File: src/rtl/gpr_wb_pkg.sv
// rtl/gpr_wb_pkg.sv - shared constants and types for the GPR write-back arbiter
package gpr_wb_pkg;

  localparam int XLEN   = 64;
  localparam int REG_AW = 5;
  localparam int NREG   = 2 ** REG_AW;

  typedef logic [REG_AW-1:0] reg_addr_t;
  typedef logic [XLEN-1:0]   xlen_t;

  typedef enum logic {
    SRC_ALU = 1'b0,
    SRC_LSU = 1'b1
  } wb_src_e;

endpackage

File: src/rtl/rr_arb2.sv
// rtl/rr_arb2.sv - two-requester round-robin arbiter; bit 0 is ALU, bit 1 is LSU
module rr_arb2
  import gpr_wb_pkg::*;
(
  input  logic       clk,
  input  logic       rst_n,
  input  logic [1:0] req,
  output logic [1:0] gnt
);

  wb_src_e ptr_q;
  wb_src_e ptr_n;

  always_ff @(posedge clk or negedge rst_n) begin
    if (!rst_n) begin
      ptr_q <= SRC_ALU;
    end else begin
      ptr_q <= ptr_n;
    end
  end

  // The pointer only rotates on contention; a lone requester leaves it alone.
  always_comb begin
    gnt   = req;
    ptr_n = ptr_q;
    if (&req) begin
      gnt   = (ptr_q == SRC_ALU) ? 2'b01 : 2'b10;
      ptr_n = (ptr_q == SRC_ALU) ? SRC_LSU : SRC_ALU;
    end
  end

endmodule

File: src/rtl/gpr_wb_arbiter.sv
// rtl/gpr_wb_arbiter.sv - merges ALU and LSU results onto the GPR write port and tracks pending writes
module gpr_wb_arbiter
  import gpr_wb_pkg::*;
(
  input  logic            clk,
  input  logic            rst_n,
  input  logic            flush,
  input  logic            issue_vld,
  input  logic [REG_AW-1:0] issue_rd,
  input  logic            alu_vld,
  output logic            alu_rdy,
  input  logic [REG_AW-1:0] alu_rd,
  input  logic [XLEN-1:0] alu_data,
  input  logic            lsu_vld,
  output logic            lsu_rdy,
  input  logic [REG_AW-1:0] lsu_rd,
  input  logic [XLEN-1:0] lsu_data,
  output logic [REG_AW-1:0] rd0_addr,
  output logic [XLEN-1:0] rd0_data,
  output logic            wr_en,
  output logic [NREG-1:0] busy
);

  logic [1:0]      req;
  logic [1:0]      gnt;
  logic            granted;
  reg_addr_t       g_rd;
  xlen_t           g_data;
  logic [NREG-1:0] busy_q;
  logic [NREG-1:0] busy_n;

  assign req = {lsu_vld, alu_vld};

  rr_arb2 u_rr_arb2 (
    .clk   (clk),
    .rst_n (rst_n),
    .req   (req),
    .gnt   (gnt)
  );

  assign alu_rdy = gnt[0];
  assign lsu_rdy = gnt[1];
  assign granted = |gnt;
  assign g_rd    = gnt[1] ? lsu_rd : alu_rd;
  assign g_data  = gnt[1] ? lsu_data : alu_data;

  always_ff @(posedge clk or negedge rst_n) begin
    if (!rst_n) begin
      rd0_addr <= '0;
      rd0_data <= '0;
      wr_en    <= 1'b0;
    end else begin
      wr_en <= granted && (g_rd != '0);
      if (granted) begin
        rd0_addr <= g_rd;
        rd0_data <= g_data;
      end
    end
  end

  // Issue set is applied after the commit clear so a new producer wins the collision.
  always_comb begin
    busy_n = busy_q;
    if (wr_en) begin
      busy_n[rd0_addr] = 1'b0;
    end
    if (issue_vld && (issue_rd != '0)) begin
      busy_n[issue_rd] = 1'b1;
    end
    if (flush) begin
      busy_n = '0;
    end
    busy_n[0] = 1'b0;
  end

  always_ff @(posedge clk or negedge rst_n) begin
    if (!rst_n) begin
      busy_q <= '0;
    end else begin
      busy_q <= busy_n;
    end
  end

  assign busy = busy_q;

  a_alu_hold: assert property (@(posedge clk) disable iff (!rst_n)
    (alu_vld && !alu_rdy) |=> (alu_vld && $stable(alu_rd) && $stable(alu_data)));

  a_lsu_hold: assert property (@(posedge clk) disable iff (!rst_n)
    (lsu_vld && !lsu_rdy) |=> (lsu_vld && $stable(lsu_rd) && $stable(lsu_data)));

  a_rdy_needs_vld: assert property (@(posedge clk) disable iff (!rst_n)
    (!alu_rdy || alu_vld) && (!lsu_rdy || lsu_vld));

  a_no_waw: assert property (@(posedge clk) disable iff (!rst_n || flush)
    (issue_vld && (issue_rd != '0) && busy_q[issue_rd]) |-> (wr_en && (rd0_addr == issue_rd)));

endmodule

File: config.mk
export PLATFORM = sky130hd
export DESIGN_NAME = gpr_wb_arbiter
export DESIGN_NICKNAME = d
export VERILOG_FILES = /design/src/rtl/gpr_wb_pkg.sv /design/src/rtl/rr_arb2.sv /design/src/rtl/gpr_wb_arbiter.sv
export SDC_FILE = /design/constraint.sdc
export NUM_CORES = 1
export LEC_CHECK = 0
export CORE_MARGIN = 5
export CORE_UTILIZATION = 58
export DETAILED_ROUTE_END_ITERATION = 12
export DONT_BUFFER_PORTS = 1
export PLACE_DENSITY = 0.79
export SLEW_MARGIN = 30
export SYNTH_ARGS = -nofsm -noshare
export SYNTH_HDL_FRONTEND = slang
export SYNTH_SLANG_ARGS = --single-unit
File: constraint.sdc
create_clock -name clk -period 1.16 [get_ports clk]
set_input_delay 0.058 -clock clk [delete_from_list [all_inputs] [get_ports clk]]
set_output_delay 0.058 -clock clk [all_outputs]
set_load 0.005 [all_outputs]
==> results of run 1 <==
-- sequential cells by signal, summed over array words and instances (netlist names) --
signal,flops
u_rr_arb2.ptr_q,1
rd0_addr,5
wr_en,1
busy,31
rd0_data,64
-- cell families after synthesis --
| logic type | after synthesis | share of synthesized area (%) |
|---|---|---|
| AND/OR/NAND/NOR | 190 | 21.7 |
| flip-flops | 102 | 44.9 |
| XOR/XNOR | 1 | 0.154 |
| multiplexers | 5 | 0.880 |
| AO/OA/AOI/OAI | 203 | 28.3 |
| other | 1 | 0.0659 |
| buffers and inverters | 42 | 4.00 |
-- through the flow --
stage	total power, mW	setup TNS (ps)
floorplan	6.56	-1680
detailed placement	7.44	-2670
finish	10.9	-9830
global placement	7.32	-788
global route	11.3	-14470
CTS	10.7	-9100
-- final timing paths --
check	endpoint	slack, ps
min in group clk	rd0_data[23]	-50
min reg2reg	busy[21]	660
min	busy[21]	-630
max	alu_rdy	-190
max reg2reg	rd0_data[27]	-140
max in group asynchronous	rd0_data[46]	1600
-- worst max-delay path, stage by stage, from the launching register on --
cell                       delay, ps
sky130_fd_sc_hd__dfrtp_2         440
sky130_fd_sc_hd__buf_6           160
sky130_fd_sc_hd__a21boi_2        190
sky130_fd_sc_hd__buf_4           140
-- synthesized netlist by cell type, types with 6 or more instances --
cell / n
sky130_fd_sc_hd__nor2b_1: 31
sky130_fd_sc_hd__clkbuf_1: 23
sky130_fd_sc_hd__dfrtp_1: 102
sky130_fd_sc_hd__or2_2: 21
sky130_fd_sc_hd__or2_1: 43
sky130_fd_sc_hd__a21o_1: 69
sky130_fd_sc_hd__or3b_2: 6
sky130_fd_sc_hd__o221a_2: 25
sky130_fd_sc_hd__o221a_1: 39
sky130_fd_sc_hd__nand2b_1: 64
sky130_fd_sc_hd__nand3b_1: 8
sky130_fd_sc_hd__buf_2: 7
sky130_fd_sc_hd__buf_6: 7
sky130_fd_sc_hd__o21ai_0: 64
-- metal layers --
| metal | global-route usage [%] | part of all wire, % | vias up |
|---|---|---|---|
| li1 | - | - | 2177 |
| met4 | 11.5 | 2.6 | 0 |
| met2 | 48.5 | 50 | 284 |
| met5 | 0 | 0 | - |
| met1 | 35.3 | 37 | 2417 |
| met3 | 9.24 | 10 | 42 |
-- what timing repair did --
item                                    4_1_cts  5_1_grt
endpoints found under the hold margin       204      199
hold buffers                                 75        4
pin swaps                                    21       22
endpoints found under the setup margin       97      104
cloned                                        4        0
setup buffers                                 9        4
gates resized for setup                      84       31
-- power by group --
| part | switching (mW) | total [mW] | internal, mW |
|---|---|---|---|
| sequential | 0.567 | 4.75 | 4.18 |
| clock | 1.28 | 2.49 | 1.21 |
| combinational | 1.67 | 3.67 | 2.01 |
| total | 3.51 | 10.9 | 7.40 |
-- area by class of cell --
cell class,count,area (sq um)
clock buffers,10,128
flip-flops and latches,102,2560
inverters,1,6.26
clock inverters,6,86.3
fillers,583,2310
diodes,1,2.50
multi-input cells,400,3130
well taps,133,166
repair buffers,120,1300
-- layout by cell type, fill, tap and decap left out, types with 2 or more instances in the layout --
master	n
sky130_fd_sc_hd__buf_6	15
sky130_fd_sc_hd__or2_2	21
sky130_fd_sc_hd__nand3b_1	8
sky130_fd_sc_hd__buf_16	4
sky130_fd_sc_hd__o221a_2	14
sky130_fd_sc_hd__a21o_1	69
sky130_fd_sc_hd__dfrtp_2	4
sky130_fd_sc_hd__or2_1	43
sky130_fd_sc_hd__or3b_4	4
sky130_fd_sc_hd__nand2_1	2
sky130_fd_sc_hd__or3b_2	2
sky130_fd_sc_hd__dfrtp_1	98
sky130_fd_sc_hd__clkbuf_8	9
sky130_fd_sc_hd__bufinv_16	2
sky130_fd_sc_hd__o221a_4	11
sky130_fd_sc_hd__o221a_1	39
sky130_fd_sc_hd__o21ai_2	24
sky130_fd_sc_hd__o21ai_1	40
sky130_fd_sc_hd__nor2_1	2
sky130_fd_sc_hd__nand2b_1	64
sky130_fd_sc_hd__o2bb2ai_1	5
sky130_fd_sc_hd__nor2b_1	31
sky130_fd_sc_hd__clkinv_2	2
sky130_fd_sc_hd__or4_1	2
sky130_fd_sc_hd__buf_4	17
sky130_fd_sc_hd__buf_12	5
sky130_fd_sc_hd__nand4bb_1	2
sky130_fd_sc_hd__mux2i_1	5
sky130_fd_sc_hd__dlygate4sd3_1	78
==> run summary, run 1 <==
Outcome: complete, but fails checks
Failing checks: negative hold slack, negative setup slack
Total clock buffers created by CTS: 9
Critical Path Sink Type: output pin
Post-layout worst setup margin: -191 ps
Worst clock skew: 11.2 ps
Final instance area: 0.00738 sq mm
Max-cap violation count: 0
Routed via count divided by cell count: 6.36
Top FF cell, synth: sky130_fd_sc_hd__dfrtp_1
Worst path required time: 1100 ps
Fin. max-slew vios: 0
Leakage power total: 2.98 nW
Final routed wirelength across all metal layers: 18000 um
Final Hold Violating Endpoints: 127
Iteration-0 DRC count of the detailed router: 293
Number of failing setup endpoints in the final timing report: 100
Sequential fraction of the synthesis area: 44.9%
Number of antenna violations at the first check in global routing: 0
# H-tree levels: 3
Post-layout minimum cycle time: 1350 ps
Worst-case reg-to-reg path depth: 5
Clock Tree Root: sky130_fd_sc_hd__clkbuf_8
Synthesized netlist net count: 693
Core Region: 0.00968 sq mm
Final GP Congestion: 0.845
Post-synthesis register bit count: 102
Pwr per Cell Area: 1480 mW/mm^2
Maximum fanout encountered on the critical timing path: 9
Remaining Overflow, GRT: 0
Type of the tightest min-delay check: in2async
GRT Total Usage: 29.2%
Total vias in the final route: 4920
Clock tree from TritonCTS: built
Worst setup slack before clock tree synthesis: -88.1 ps
Post-layout util: 76.2%
Cell variety after synth: 33
Worst VDD drop: 0.794 mV
Num ports: 253
Die ar.: 0.0119 sq mm
Clock-pin transition on the worst setup and hold timing paths: 100 ps
Max Buffers Root-to-Sink: 2
Area after DPL: 0.00588 sq mm
Std-Cell Rows: 36
EDFF count, synth: 0
Data arrival at the endpoint of the critical path: 1290 ps
Post-Syn Area: 0.00569 sq mm
Final period util: 116%
Largest net degree at the start of global routing: 137
Ys async rst share: 100%
Wire length of the first global-routing pass: 26900 um
Remaining number of nets flagged by the antenna check after routing: 0
Vias in the first global route: 5047
Start of the worst register-to-register path: u_rr_arb2.ptr_q
WL/cell: 23.3 um
Die W: 109 um
Number of cells produced by synthesis: 544
Highest attainable clock frequency: 740 MHz
Share of layout cells above drive strength 1: 22.5%
Non-filler cells, final: 773
Placed Cells: 662
Sort of element at the start of the critical path: register
Count of port buffers added during placement: 0
Remaining DRCs: 0
Initial core utilization: 58.7%
Area growth syn-to-layout: 29.7%
Dpl hpwl: 10700 um
Cell types occupying the most area after synthesis: sky130_fd_sc_hd__dfrtp_1, sky130_fd_sc_hd__a21o_1, sky130_fd_sc_hd__o221a_1, sky130_fd_sc_hd__nand2b_1, sky130_fd_sc_hd__o21ai_0
Detailed-routing iteration count for the pre-antenna-repair pass: 5
Rel. slew slack: 64.9%
Worst Setup Path Type: reg2out
Hold slack final: -634 ps
Source-to-sink clock delay at the later pin of the worst-skew pair: 370 ps
Warnings, synthesis: 0
Cell accounting for the most synthesized area: sky130_fd_sc_hd__dfrtp_1
Crit. Startpoint: u_rr_arb2.ptr_q
RSZ-0062 raised after global routing: true
Syn avg cell area: 10.5 sq um
Nets@finish: 783
Actual slew at the worst max-slew pin: 524 ps
Die Ht: 109 um
Portion of synthesized cell area occupied by the leading cell type: 44.9%
Clock Sinks: 102
Note: power is estimated with default switching activity, not from simulation.
==> run 2: changes to the inputs <==
ABC_AREA = 1   (was unset)
CORE_ASPECT_RATIO = 1.25   (was unset)
CORE_UTILIZATION = 57   (was 58)
PLACE_DENSITY = 0.78   (was 0.79)
==> run summary, run 2 <==
Num ports: 253 (unchanged)
Setup bufs post-CTS: 2 (was 9)
Synthesized netlist net count: 710 (was 693)
Hold Buf Count CTS: 135 (was 75)
# H-tree levels: 3 (unchanged)
Run-stopping error: [ERROR RSZ-0060] Max buffer count reached.
EDFF count, synth: 0 (unchanged)
Number of cells produced by synthesis: 561 (was 544)
Warnings, synthesis: 0 (unchanged)
Max Buffers Root-to-Sink: 2 (unchanged)
Post-synthesis register bit count: 102 (unchanged)
Cell types occupying the most area after synthesis: sky130_fd_sc_hd__dfrtp_1, sky130_fd_sc_hd__nand2_1, sky130_fd_sc_hd__nand3_1, sky130_fd_sc_hd__o21ai_0, sky130_fd_sc_hd__a21oi_1 (was sky130_fd_sc_hd__dfrtp_1, sky130_fd_sc_hd__a21o_1, sky130_fd_sc_hd__o221a_1, sky130_fd_sc_hd__nand2b_1, sky130_fd_sc_hd__o21ai_0)
Total clock buffers created by CTS: 9 (unchanged)
Die W: 89.8 um (was 109 um)
Last stage reached: clock tree synthesis
Outcome: stopped before the end (was complete, but fails checks)
Post-cts gate resize count: 15 (was 84)
Most frequent cell after synthesis: sky130_fd_sc_hd__nand2_1 (was sky130_fd_sc_hd__dfrtp_1)
Cell types with the highest counts after synthesis: sky130_fd_sc_hd__nand2_1, sky130_fd_sc_hd__dfrtp_1, sky130_fd_sc_hd__nand3_1 (was sky130_fd_sc_hd__dfrtp_1, sky130_fd_sc_hd__a21o_1, sky130_fd_sc_hd__nand2b_1, sky130_fd_sc_hd__o21ai_0, sky130_fd_sc_hd__or2_1)
Cell accounting for the most synthesized area: sky130_fd_sc_hd__dfrtp_1 (unchanged)
Ys async rst share: 100% (unchanged)
Top FF cell, synth: sky130_fd_sc_hd__dfrtp_1 (unchanged)
Die Ht: 110 um (was 109 um)
Final GP Congestion: 0.919 (was 0.845)
Dpl hpwl: 9580 um (was 10700 um)
Count of port buffers added during placement: 0 (unchanged)
Sequential fraction of the synthesis area: 56.3% (was 44.9%)
Initial core utilization: 58.2% (was 58.7%)
Std-Cell Rows: 36 (unchanged)
Syn avg cell area: 8.09 sq um (was 10.5 sq um)
Clock Sinks: 102 (unchanged)
Clock Tree Root: sky130_fd_sc_hd__clkbuf_8 (unchanged)
Portion of synthesized cell area occupied by the leading cell type: 56.3% (was 44.9%)
Cell variety after synth: 16 (was 33)
Post-Syn Area: 0.00454 sq mm (was 0.00569 sq mm)
## run 2: kinds of logic after synthesis
group	count (synthesis)	synth area share, %
simple gates	338	30.5
flops	102	56.3
compound gates	71	8.22
other cells	1	0.0827
buf+inv	49	4.94
## run 2: through the flow
| step | worst slack [ps] | util (%) | setup TNS (ps) | cells | area (sq um) |
|---|---|---|---|---|---|
| 3_5_place_dp | -105 | 60.9 | -5070 | 653 | 4750 |
| 3_3_place_gp | -33.6 | 60.9 | -1050 | 653 | 4750 |
| 2_1_floorplan | -15.4 | - | -772 | 561 | 4540 |
==> run 3: changes to the inputs <==
CORE_ASPECT_RATIO = unset   (was 1.25)
CORE_UTILIZATION = 40   (was 57)
PLACE_DENSITY = unset   (was 0.78)
PLACE_DENSITY_LB_ADDON = 0.15   (was unset)
clock period = 1.5 ns   (was 1.16 ns; I/O delays follow)
==> run summary, run 3 <==
Outcome: complete, but fails checks (was stopped before the end)
Failing checks: negative hold slack
Hold Buf Count CTS: 138 (was 135)
Worst-case reg-to-reg path depth: 3
Post-Syn Area: 0.00454 sq mm (unchanged)
Clock tree from TritonCTS: built
Data arrival at the endpoint of the critical path: 1590 ps
Highest attainable clock frequency: 722 MHz
Post-layout minimum cycle time: 1390 ps
Most common cell after layout, fill and taps aside: sky130_fd_sc_hd__nand2_1
Leakage power total: 2.95 nW
Std-Cell Rows: 38 (was 36)
Maximum fanout encountered on the critical timing path: 8
Remaining number of nets flagged by the antenna check after routing: 0
Placed Cells: 683 (was 653)
Number of cells produced by synthesis: 561 (unchanged)
Num ports: 253 (unchanged)
Hold slack final: -577 ps
Largest net degree at the start of global routing: 103
Wire length of the first global-routing pass: 24100 um
Worst path required time: 1700 ps
Remaining Overflow, GRT: 0
Most frequent cell after synthesis: sky130_fd_sc_hd__nand2_1 (unchanged)
Source-to-sink clock delay at the later pin of the worst-skew pair: 340 ps
Clock Tree Root: sky130_fd_sc_hd__clkbuf_16 (was sky130_fd_sc_hd__clkbuf_8)
Sequential fraction of the synthesis area: 56.3% (unchanged)
Dpl hpwl: 9690 um (was 9580 um)
Detailed-routing iteration count for the pre-antenna-repair pass: 5
Worst setup slack before clock tree synthesis: 113 ps (was -105 ps)
Rel. slew slack: 62.4%
Area after DPL: 0.00468 sq mm (was 0.00475 sq mm)
# H-tree levels: 3 (unchanged)
Crit. Startpoint: rd0_addr[0]
Max-cap violation count: 0
GRT Total Usage: 23.0%
Actual slew at the worst max-slew pin: 560 ps
Nets@finish: 845
Core Region: 0.0110 sq mm
Share of layout cells above drive strength 1: 5.14%
Warnings, synthesis: 0 (unchanged)
Critical Path Sink Type: register
Minimum setup slack among reg-to-reg paths: 110 ps
Routed via count divided by cell count: 5.41
Total clock buffers created by CTS: 9 (unchanged)
Clock-pin transition on the worst setup and hold timing paths: 70 ps
Flip-flop count of the largest register after layout: 64
Portion of synthesized cell area occupied by the leading cell type: 56.3% (unchanged)
Power, Total: 7.02 mW
Final routed wirelength across all metal layers: 16500 um
Number of antenna violations at the first check in global routing: 1
Cell accounting for the most synthesized area: sky130_fd_sc_hd__dfrtp_1 (unchanged)
Clock Sinks: 102 (unchanged)
Die ar.: 0.0136 sq mm
Post-synthesis register bit count: 102 (unchanged)
Syn avg cell area: 8.09 sq um (unchanged)
Die W: 117 um (was 89.8 um)
Cell types with the highest counts after synthesis: sky130_fd_sc_hd__nand2_1, sky130_fd_sc_hd__dfrtp_1, sky130_fd_sc_hd__nand3_1 (unchanged)
Sort of element at the start of the critical path: register
Worst clock skew: 4.64 ps
Worst flop-to-flop path endpoint: busy[7]
Initial core utilization: 41.3% (was 58.2%)
Ys async rst share: 100% (unchanged)
Remaining DRCs: 0
Worst Setup Path Type: reg2reg
Most frequent cells in the layout: sky130_fd_sc_hd__nand2_1, sky130_fd_sc_hd__dlygate4sd3_1, sky130_fd_sc_hd__dfrtp_1
Final period util: 92.4%
EDFF count, synth: 0 (unchanged)
Area growth syn-to-layout: 42.1%
Iteration-0 DRC count of the detailed router: 336
Synthesized netlist net count: 710 (unchanged)
Setup TNS Final: 0 ps
Worst VDD drop: 0.680 mV
Start of the worst register-to-register path: rd0_addr[0]
Non-filler cells, final: 842
Final Hold Violating Endpoints: 102
Max Buffers Root-to-Sink: 2 (unchanged)
Vias in the first global route: 4699
Pwr per Cell Area: 1090 mW/mm^2
Most flops, register: rd0_data
Type of the tightest min-delay check: in2async
Final GP Congestion: 0.816 (was 0.919)
Fin. max-slew vios: 0
Cell variety after synth: 16 (unchanged)
WL/cell: 19.6 um
Cell types occupying the most area after synthesis: sky130_fd_sc_hd__dfrtp_1, sky130_fd_sc_hd__nand2_1, sky130_fd_sc_hd__nand3_1, sky130_fd_sc_hd__o21ai_0, sky130_fd_sc_hd__a21oi_1 (unchanged)
Count of port buffers added during placement: 0 (unchanged)
Total vias in the final route: 4552
Post-layout worst setup margin: 114 ps
Number of failing setup endpoints in the final timing report: 0
Die Ht: 117 um (was 110 um)
Final instance area: 0.00645 sq mm
Top FF cell, synth: sky130_fd_sc_hd__dfrtp_1 (unchanged)
run 3: cell counts after synthesis:
No cell type changed its count.
run 3: worst max path at each step:
stage	to	slack, ps	cells past startpoint
6_report	busy[7]	110	3
5_1_grt	busy[28]	-6	4
4_1_cts	lsu_rdy	40	3
3_5_place_dp	rd0_data[55]	110	6
3_3_place_gp	rd0_data[63]	180	6
2_1_floorplan	rd0_data[0]	270	7
run 3: through the flow:
stage	util, %	hold WS (ps)
after CTS	57.9	-598
after floorplan	-	-221
after detailed placement	42.6	-218
after global routing	58.7	-602
final	58.7	-577
after global placement	42.6	-218
run 3: per-layer routing:
metal  part of all wire [%]  global-route usage (%)  wire length [um]
met1                     37                    26.3              6060
met2                     49                    38.5              8040
met3                     10                    7.05              1740
met4                    4.2                    12.7               691
met5                      0                       0                 0
run 3: final cells by class:
type | count | area, sq um
clock buffers | 10 | 239
well taps | 140 | 175
inverters | 23 | 86.3
diodes | 1 | 2.50
clock inverters | 6 | 61.3
flip-flops and latches | 102 | 2550
fillers | 904 | 4540
repair buffers | 150 | 1560
multi-input cells | 410 | 1770
run 3: power breakdown:
group / internal [mW] / switching [mW] / total, mW
Clock: 1.33 / 0.996 / 2.33
Sequential: 3.09 / 0.362 / 3.45
Combinational: 0.558 / 0.688 / 1.25
Total: 4.98 / 2.05 / 7.02
run 3: kinds of logic (layout without fill, tap and decap cells):
kind of cell | after synthesis | count (layout) | share of synthesized area [%]
other | 1 | 2 | 0.0827
flip-flops | 102 | 102 | 56.3
AND/OR/NAND/NOR | 338 | 338 | 30.5
buffers and inverters | 49 | 189 | 4.94
AO/OA/AOI/OAI | 71 | 71 | 8.22
run 3: repair_timing:
item                                    CTS  global route
endpoints found under the setup margin    0            17
buffers inserted                          0             1
endpoints found under the hold margin   201           102
gates resized for setup                   0             2
run 3: worst max-delay path: stages, from the launching register on:
cell and delay [ps]:
sky130_fd_sc_hd__dfrtp_1 480, sky130_fd_sc_hd__nand3_1 370, sky130_fd_sc_hd__o21ai_0 290, sky130_fd_sc_hd__a21oi_1 100
